[config.mk]
export PLATFORM = sky130hd
export DESIGN_NAME = imm_field_encoder
export DESIGN_NICKNAME = d
export VERILOG_FILES = /design/src/rtl/imm_field_encoder.sv
export SDC_FILE = /design/constraint.sdc
export NUM_CORES = 1
export LEC_CHECK = 0
export ABC_CLOCK_PERIOD_IN_PS = 2100
export CAP_MARGIN = 20
export CORE_MARGIN = 5
export CORE_UTILIZATION = 44
export DETAILED_ROUTE_END_ITERATION = 8
export GPL_TIMING_DRIVEN = 0
export PLACE_DENSITY = 0.88
export SLEW_MARGIN = 0
export SYNTH_ARGS = -nofsm -noshare
export SYNTH_HDL_FRONTEND = slang
export SYNTH_SLANG_ARGS = --single-unit
[constraint.sdc]
create_clock -name clk -period 2.1 [get_ports clk]
set_input_delay 0.42 -clock clk [delete_from_list [all_inputs] [get_ports clk]]
set_output_delay 0.42 -clock clk [all_outputs]
set_load 0.005 [all_outputs]
[src/rtl/imm_field_encoder.sv]
// Packs a 32-bit immediate into RV32I I/S/B/J/U instruction fields and expands LI
// into ADDI / LUI / LUI+ADDI, behind valid/ready handshakes with one output register.
module imm_field_encoder (
    input  logic        clk,
    input  logic        reset,
    input  logic        in_valid,
    output logic        in_ready,
    input  logic [2:0]  in_fmt,
    input  logic [31:0] in_base,
    input  logic [31:0] in_imm,
    output logic        out_valid,
    input  logic        out_ready,
    output logic [31:0] out_instr,
    output logic        out_err,
    output logic        out_last
);

    typedef enum logic [1:0] {IDLE, HOLD, HOLD_HI} state_t;

    state_t      state, state_next;
    logic [31:0] instr_q, pend_q;
    logic        err_q, last_q;

    logic        accept, advance_hi;
    logic [31:0] enc_word, enc_second;
    logic        enc_err, enc_last, enc_two;
    logic        fits12, fits13, fits21;
    logic [4:0]  rd;
    logic [19:0] li_hi;

    assign fits12 = (in_imm[31:11] == {21{in_imm[11]}});
    assign fits13 = (in_imm[31:12] == {20{in_imm[12]}});
    assign fits21 = (in_imm[31:20] == {12{in_imm[20]}});
    assign rd     = in_base[11:7];
    // Rounds the upper part so the sign-extended ADDI low part lands on the exact value.
    assign li_hi  = in_imm[31:12] + {19'd0, in_imm[11]};

    assign in_ready   = !reset && ((state == IDLE) || (state == HOLD && out_ready));
    assign accept     = in_valid && in_ready;
    assign advance_hi = (state == HOLD_HI) && out_ready;
    assign out_valid  = (state != IDLE);
    assign out_instr  = instr_q;
    assign out_err    = err_q;
    assign out_last   = last_q;

    always_comb begin
        enc_word   = in_base;
        enc_second = 32'd0;
        enc_err    = 1'b0;
        enc_last   = 1'b1;
        enc_two    = 1'b0;
        case (in_fmt)
            3'b000: begin
                enc_word = (in_base & 32'h000F_FFFF) | {in_imm[11:0], 20'd0};
                enc_err  = !fits12;
            end
            3'b001: begin
                enc_word = (in_base & ~32'hFE00_0F80)
                         | {in_imm[11:5], 13'd0, in_imm[4:0], 7'd0};
                enc_err  = !fits12;
            end
            3'b010: begin
                enc_word = (in_base & ~32'hFE00_0F80)
                         | {in_imm[12], in_imm[10:5], 13'd0, in_imm[4:1], in_imm[11], 7'd0};
                enc_err  = !fits13 || in_imm[0];
            end
            3'b011: begin
                enc_word = (in_base & 32'h0000_0FFF)
                         | {in_imm[20], in_imm[10:1], in_imm[11], in_imm[19:12], 12'd0};
                enc_err  = !fits21 || in_imm[0];
            end
            3'b100: begin
                enc_word = (in_base & 32'h0000_0FFF) | {in_imm[31:12], 12'd0};
                enc_err  = |in_imm[11:0];
            end
            3'b101: begin
                enc_second = {in_imm[11:0], rd, 3'b000, rd, 7'b0010011};
                if (fits12) begin
                    enc_word = {in_imm[11:0], 5'd0, 3'b000, rd, 7'b0010011};
                end else begin
                    enc_word = {li_hi, rd, 7'b0110111};
                    enc_two  = |in_imm[11:0];
                    enc_last = !(|in_imm[11:0]);
                end
            end
            default: begin
                enc_word = in_base;
                enc_err  = 1'b1;
            end
        endcase
    end

    always_comb begin
        state_next = state;
        case (state)
            IDLE: begin
                if (accept) state_next = enc_two ? HOLD_HI : HOLD;
            end
            HOLD: begin
                if (out_ready) state_next = accept ? (enc_two ? HOLD_HI : HOLD) : IDLE;
            end
            HOLD_HI: begin
                if (out_ready) state_next = HOLD;
            end
            default: state_next = IDLE;
        endcase
    end

    // The pending ADDI is captured on accept so HOLD_HI needs no input stability.
    always_ff @(posedge clk) begin
        if (reset) begin
            state   <= IDLE;
            instr_q <= 32'd0;
            pend_q  <= 32'd0;
            err_q   <= 1'b0;
            last_q  <= 1'b0;
        end else begin
            state <= state_next;
            if (accept) begin
                instr_q <= enc_word;
                pend_q  <= enc_second;
                err_q   <= enc_err;
                last_q  <= enc_last;
            end else if (advance_hi) begin
                instr_q <= pend_q;
                err_q   <= 1'b0;
                last_q  <= 1'b1;
            end
        end
    end

endmodule

* Word level (Yosys, flattened, before mapping)
Index checks and enable logic that the tools add are counted.
Storage, ports and cells: flip-flop bits (word level) 68, logic and storage cells 63, output and inout bits 36
Cells by class: equality and inequality tests 13, mux-type cells 20, reductions and logical operators 19, add/subtract/negate cells 1, bitwise logic cells 5
Operator list (count):
- $pmux 32 s6 | 1
- $mux 32 | 4
- $or 12x32->32 | 2
- $or 25x32->32 | 2
- $or 20x32->32 | 1
- $add 20x1->20 | 1
- $eq 20x20->1 | 1
- $eq 19x19->1 | 1
- $reduce_or 12->1 | 1
- $eq 11x11->1 | 1
- $mux 2 | 5
- $mux 1 | 8
- $eq 3x2->1 const B | 2
- $eq 3x3->1 const B | 2
- $ne 2x2->1 const B | 3
- $pmux 2 s3 | 1
- $logic_not 1->1 | 5
- $pmux 1 s5 | 1
- $logic_and 1x1->1 | 4
- $reduce_bool 2->1 | 2
- $eq 3x1->1 const B | 1
- $logic_not 3->1 | 1
- $logic_or 1x1->1 | 3
- $reduce_and 3->1 | 1
- other kinds (4) | 4

* Depth between registers and ports, before layout
Gate-level depths: netlist of run 1.
word-level depth 8, gate-level depth with buffers 9, gate-level depth less buffers 8

* Least setup slack after synthesis of run 1
No wires, ideal clock.
path type in2reg, from input port in_imm[17], to register instr_q[21], in the netlist out_instr[21], cell stages on the path 8, library setup time 0.080 ns, slack 0.026 ns, arrival 1.995 ns, cell sequence buf_2 -> nor4_2 -> mux2i_1 -> or4_4 -> buf_6 -> o22ai_2 -> o211ai_1 -> a211oi_2
On the way: word-level cells in the longest chain between the ends 4, elaborated cells on any way between the ends 5, those cells by class add/sub (1); eq/ne (1); mux (3)
RTL lines:
- start: declaration | line 10 | input logic [31:0] in_imm,
- $add 20x1->20 or $eq 20x20->1 (tied branches) | line 36, 31
- $mux 32 (*) | line 78 | if (fits12) begin
- $pmux 32 s6 (*) | line 52 | case (in_fmt)
- $mux 32 (*) | line 119 | if (accept) begin
- end signal: assignment | line 120 | instr_q <= enc_word;
- end signal: assignment | line 125 | instr_q <= pend_q;
- end: declaration | line 21 | logic [31:0] instr_q, pend_q;
Mark *: on every way between the ends. The rest lies on a longest branch, timed or not. A chain may end at the register's enable or synchronous reset.

* Final worst setup path of run 1
from input port in_fmt[2], to register instr_q[31], in the netlist out_instr[31]
On the way: word-level cells in the longest chain between the ends 3, elaborated cells on any way between the ends 8, those cells by class eq/ne (5); mux (2); reduce/logical (1)
RTL lines:
- start: declaration | line 8 | input logic [2:0] in_fmt,
- $eq 3x3->1, or another cell as far along | line 52
- $pmux 32 s6 (*) | line 52
- $mux 32 (*) | line 119
Marks and branches as above.

==> flow_summary.yaml, run 1 <==
run_status:
  status: "finished clean"
floorplan:
  ios: 107
  die-width_um: 103
  core_area_um2: 8300
  rows: 33
  start_util_pct: 45.7
  die-area_um2: 10600
  die_h_um: 103
power_and_ir_drop:
  p_sw_share_pct: 31.1
  ir_worst_vdd_uv: 426
  power_uw: 2640
  p_switching_uw: 821
  seqPwrFrac_pct: 42.3
  clockPowerShare_pct: 28.3
  power_frac_comb_pct: 29.4
  power_leakage_uw: 0.00198
  p_int_uw: 1820
  powerDensity_nw_per_um2: 486
yosys:
  ys_types: 54
  synth_async_sr_flop_share_pct: 0
  synth.most_common_cell: "nand2_1"
  synth-simple-area-share_pct: 29.4
  synthXorXnorAreaFrac_pct: 3.70
  synth_area_leader_cell: "dfxtp_1"
  ys_ff_latch: 54
  synth_mux_area_share_pct: 3.89
  ys_top_cells_by_count: "nand2_1, dfxtp_1, nor2_1"
  avgSynthCellArea_um2: 7.25
  syn-cell-area_um2: 3790
  synth_top_family_by_area: "simple AND/OR/NAND/NOR gates"
  synth-main-ff-cell: "dfxtp_1"
  seq_area_frac_synth_pct: 28.5
  synthesis.nets: 597
  netlist_instances: 523
  synth_warnings: 0
  synth-edff-count: 0
  synth-adder-area-share_pct: 0.990
  synthTopCellsByArea: "dfxtp_1, o21ai_0, a21oi_1"
  synth_top_area_share_pct: 28.5
  synth-compound-area-share_pct: 28.0
global_routing:
  grt_antenna_before_repair: 0
  grt_max_degree: 19
  grt_util_all_layers_pct: 28.5
  grt_overflow_total: 0
  grt_first_pass_wirelength_mm: 23.5
  grt_pass1_vias: 4552
finish:
  layout.nets: 719
  area_growth_pct: 43.1
  drive_gt1_share_pct: 18.1
  multi_input_area_um2: 2700
  regArea_um2: 1080
  filler_cell_count: 708
  fin_util_pct: 65.4
  diodes: 0
  stdcell_count: 751
route:
  via_count: 4811
  first_iter_violations: 499
  drc: 0
  drtAntennaViolNets: 0
  via_per_inst: 6.41
  routedWlPerCell_um: 20.7
  routed_wl_mm: 15.6
  firstDrtPassIters: 6
sta:
  setup_viol: 0
  fmax_mhz: 481
  fin_ws_ps: 19.2
  slew_headroom_pct: 49.5
  worstMarginPinSlew_ps: 758
  post-route-period-util_pct: 99.1
  slew_viol_final: 0
  hold_viol: 0
  layout_min_cycle_time_ps: 2080
  skew_ps: 12.0
clock_tree:
  clock_latency_ps: 320
  path_clk_slew_ps: 110
  cts_max_level: 2
  numCtsBuffers: 5
  cts_sinks: 54
  cts_hold_buf: 0
  clockRootBuffer: "clkbuf_8"
  clockBufferDepth: 2
  cts_tree: "done"
critical_path:
  cp-end-kind: "flop"
  criticalPathCategory: "input port to flop"
  cp.arrival_ps: 2320
  cp_data_required_time_ps: 2340
  crit_fanout: 7
  startpoint_type: "input port"
place:
  hpwl_mm: 11.6
  place_ws_ps: -891
  place.gp.congestion: 0.983
  numPortBuffers: 100
  dp_cells: 728
worst_hold_path:
  min_path_type: "flop to flop"
flow_run:
  maxCapViolations: 0
kinds of logic (layout without fill, tap and decap cells):
| logic type | count (synthesis) | after routing |
|---|---|---|
| and+or+nand+nor | 222 | 222 |
| AOI/OAI and AO/OA | 166 | 166 |
| DFF | 54 | 54 |
| buffers and inverters | 49 | 172 |
| xor gates and xnor gates | 16 | 16 |
| muxes | 13 | 13 |
| adders and majority gates | 3 | 3 |
stage by stage:
step	hold WS [ps]	setup TNS [ps]	area, µm²
after floorplan	427	0	3790
after global placement	436	-33520	4920
after detailed placement	450	-33610	4920
after CTS	465	0	5290
after global routing	481	-51.0	5430
final	467	0	5430
final timing paths:
kind / startpoint / to / slack (ps) / depth (start not counted)
worst min-delay path: pend_q[29] / pend_q[29] / 470 / 2
worst max-delay path: in_fmt[2] / out_instr[31] / 20 / 7
worst max register to register: state[1] / out_instr[31] / 200 / 6
worst min register to register: pend_q[29] / pend_q[29] / 470 / 2
worst max-delay path, cell delays in order:
cell             delay [ps]
clkdlybuf4s50_1         540
nor2b_2                 240
and2_2                  270
nand2_1                 150
a31o_2                  260
a211o_1                 280
a31oi_1                 150
cell usage in the layout (no fill, tap or decap), types with 8 or more instances in the layout:
master and instances:
a211oi_1 8, a21oi_1 45, and3_1 12, buf_2 11, buf_4 20, buf_6 8
clkbuf_1 14, clkbuf_2 14, clkdlybuf4s50_1 83, dfxtp_1 53, nand2_1 58, nand3_1 31
nand4_1 8, nor2_1 50, nor3_1 12, o211ai_1 13, o21ai_0 46, xnor2_1 11
cell type report:
type / instances / share of cell area [%]
clock buffers: 5 / 1.27
inverters: 3 / 0.208
flip-flops and latches: 54 / 19.9
repair buffers: 119 / 20.6
multi-input cells: 420 / 49.7
plain buffers: 42 / 4.94
well taps: 105 / 2.42
clock inverters: 3 / 0.899
power by group through the flow:
| stage | clock (µW) | sequential [µW] | combinational [µW] |
|---|---|---|---|
| final | 746 | 1120 | 775 |
| after global routing | 788 | 1120 | 832 |
| after CTS | 747 | 1120 | 738 |
| after detailed placement | 0 | 1140 | 711 |
| after global placement | 0 | 1140 | 701 |
| after floorplan | 0 | 1140 | 328 |
flip-flops by register name (all words and copies together) (netlist names):
name / count
out_err: 1
pend_q: 18
out_instr: 32
out_last: 1
state: 2
what timing repair did:
| action | CTS | global route |
|---|---|---|
| gates cloned | 0 | 2 |
| endpoints found under the setup margin | 55 | 35 |
| resized for setup | 86 | 71 |
| pin swaps | 14 | 13 |
| setup buffers | 12 | 5 |
layer usage:
metal  up-vias  track usage, %  wire length [µm]
met5         -               0                 0
met4         0            12.0               603
met3        55            4.94              1620
met2       321            45.6              7140
met1      2264            37.9              6200
li1       2171               -                 -
Power figures use the tool's default switching activity.
==> inputs of run 2 (changes only) <==
--- a/config.mk
+++ b/config.mk
@@ -9,6 +9,7 @@
 export CAP_MARGIN = 20
 export CORE_MARGIN = 5
 export CORE_UTILIZATION = 44
+export CTS_CLUSTER_DIAMETER = 50
 export DETAILED_ROUTE_END_ITERATION = 8
 export GPL_TIMING_DRIVEN = 0
 export PLACE_DENSITY = 0.88
==> results of run 2 <==
No change in the layout: final DEF, timing and power equal those of run 1.
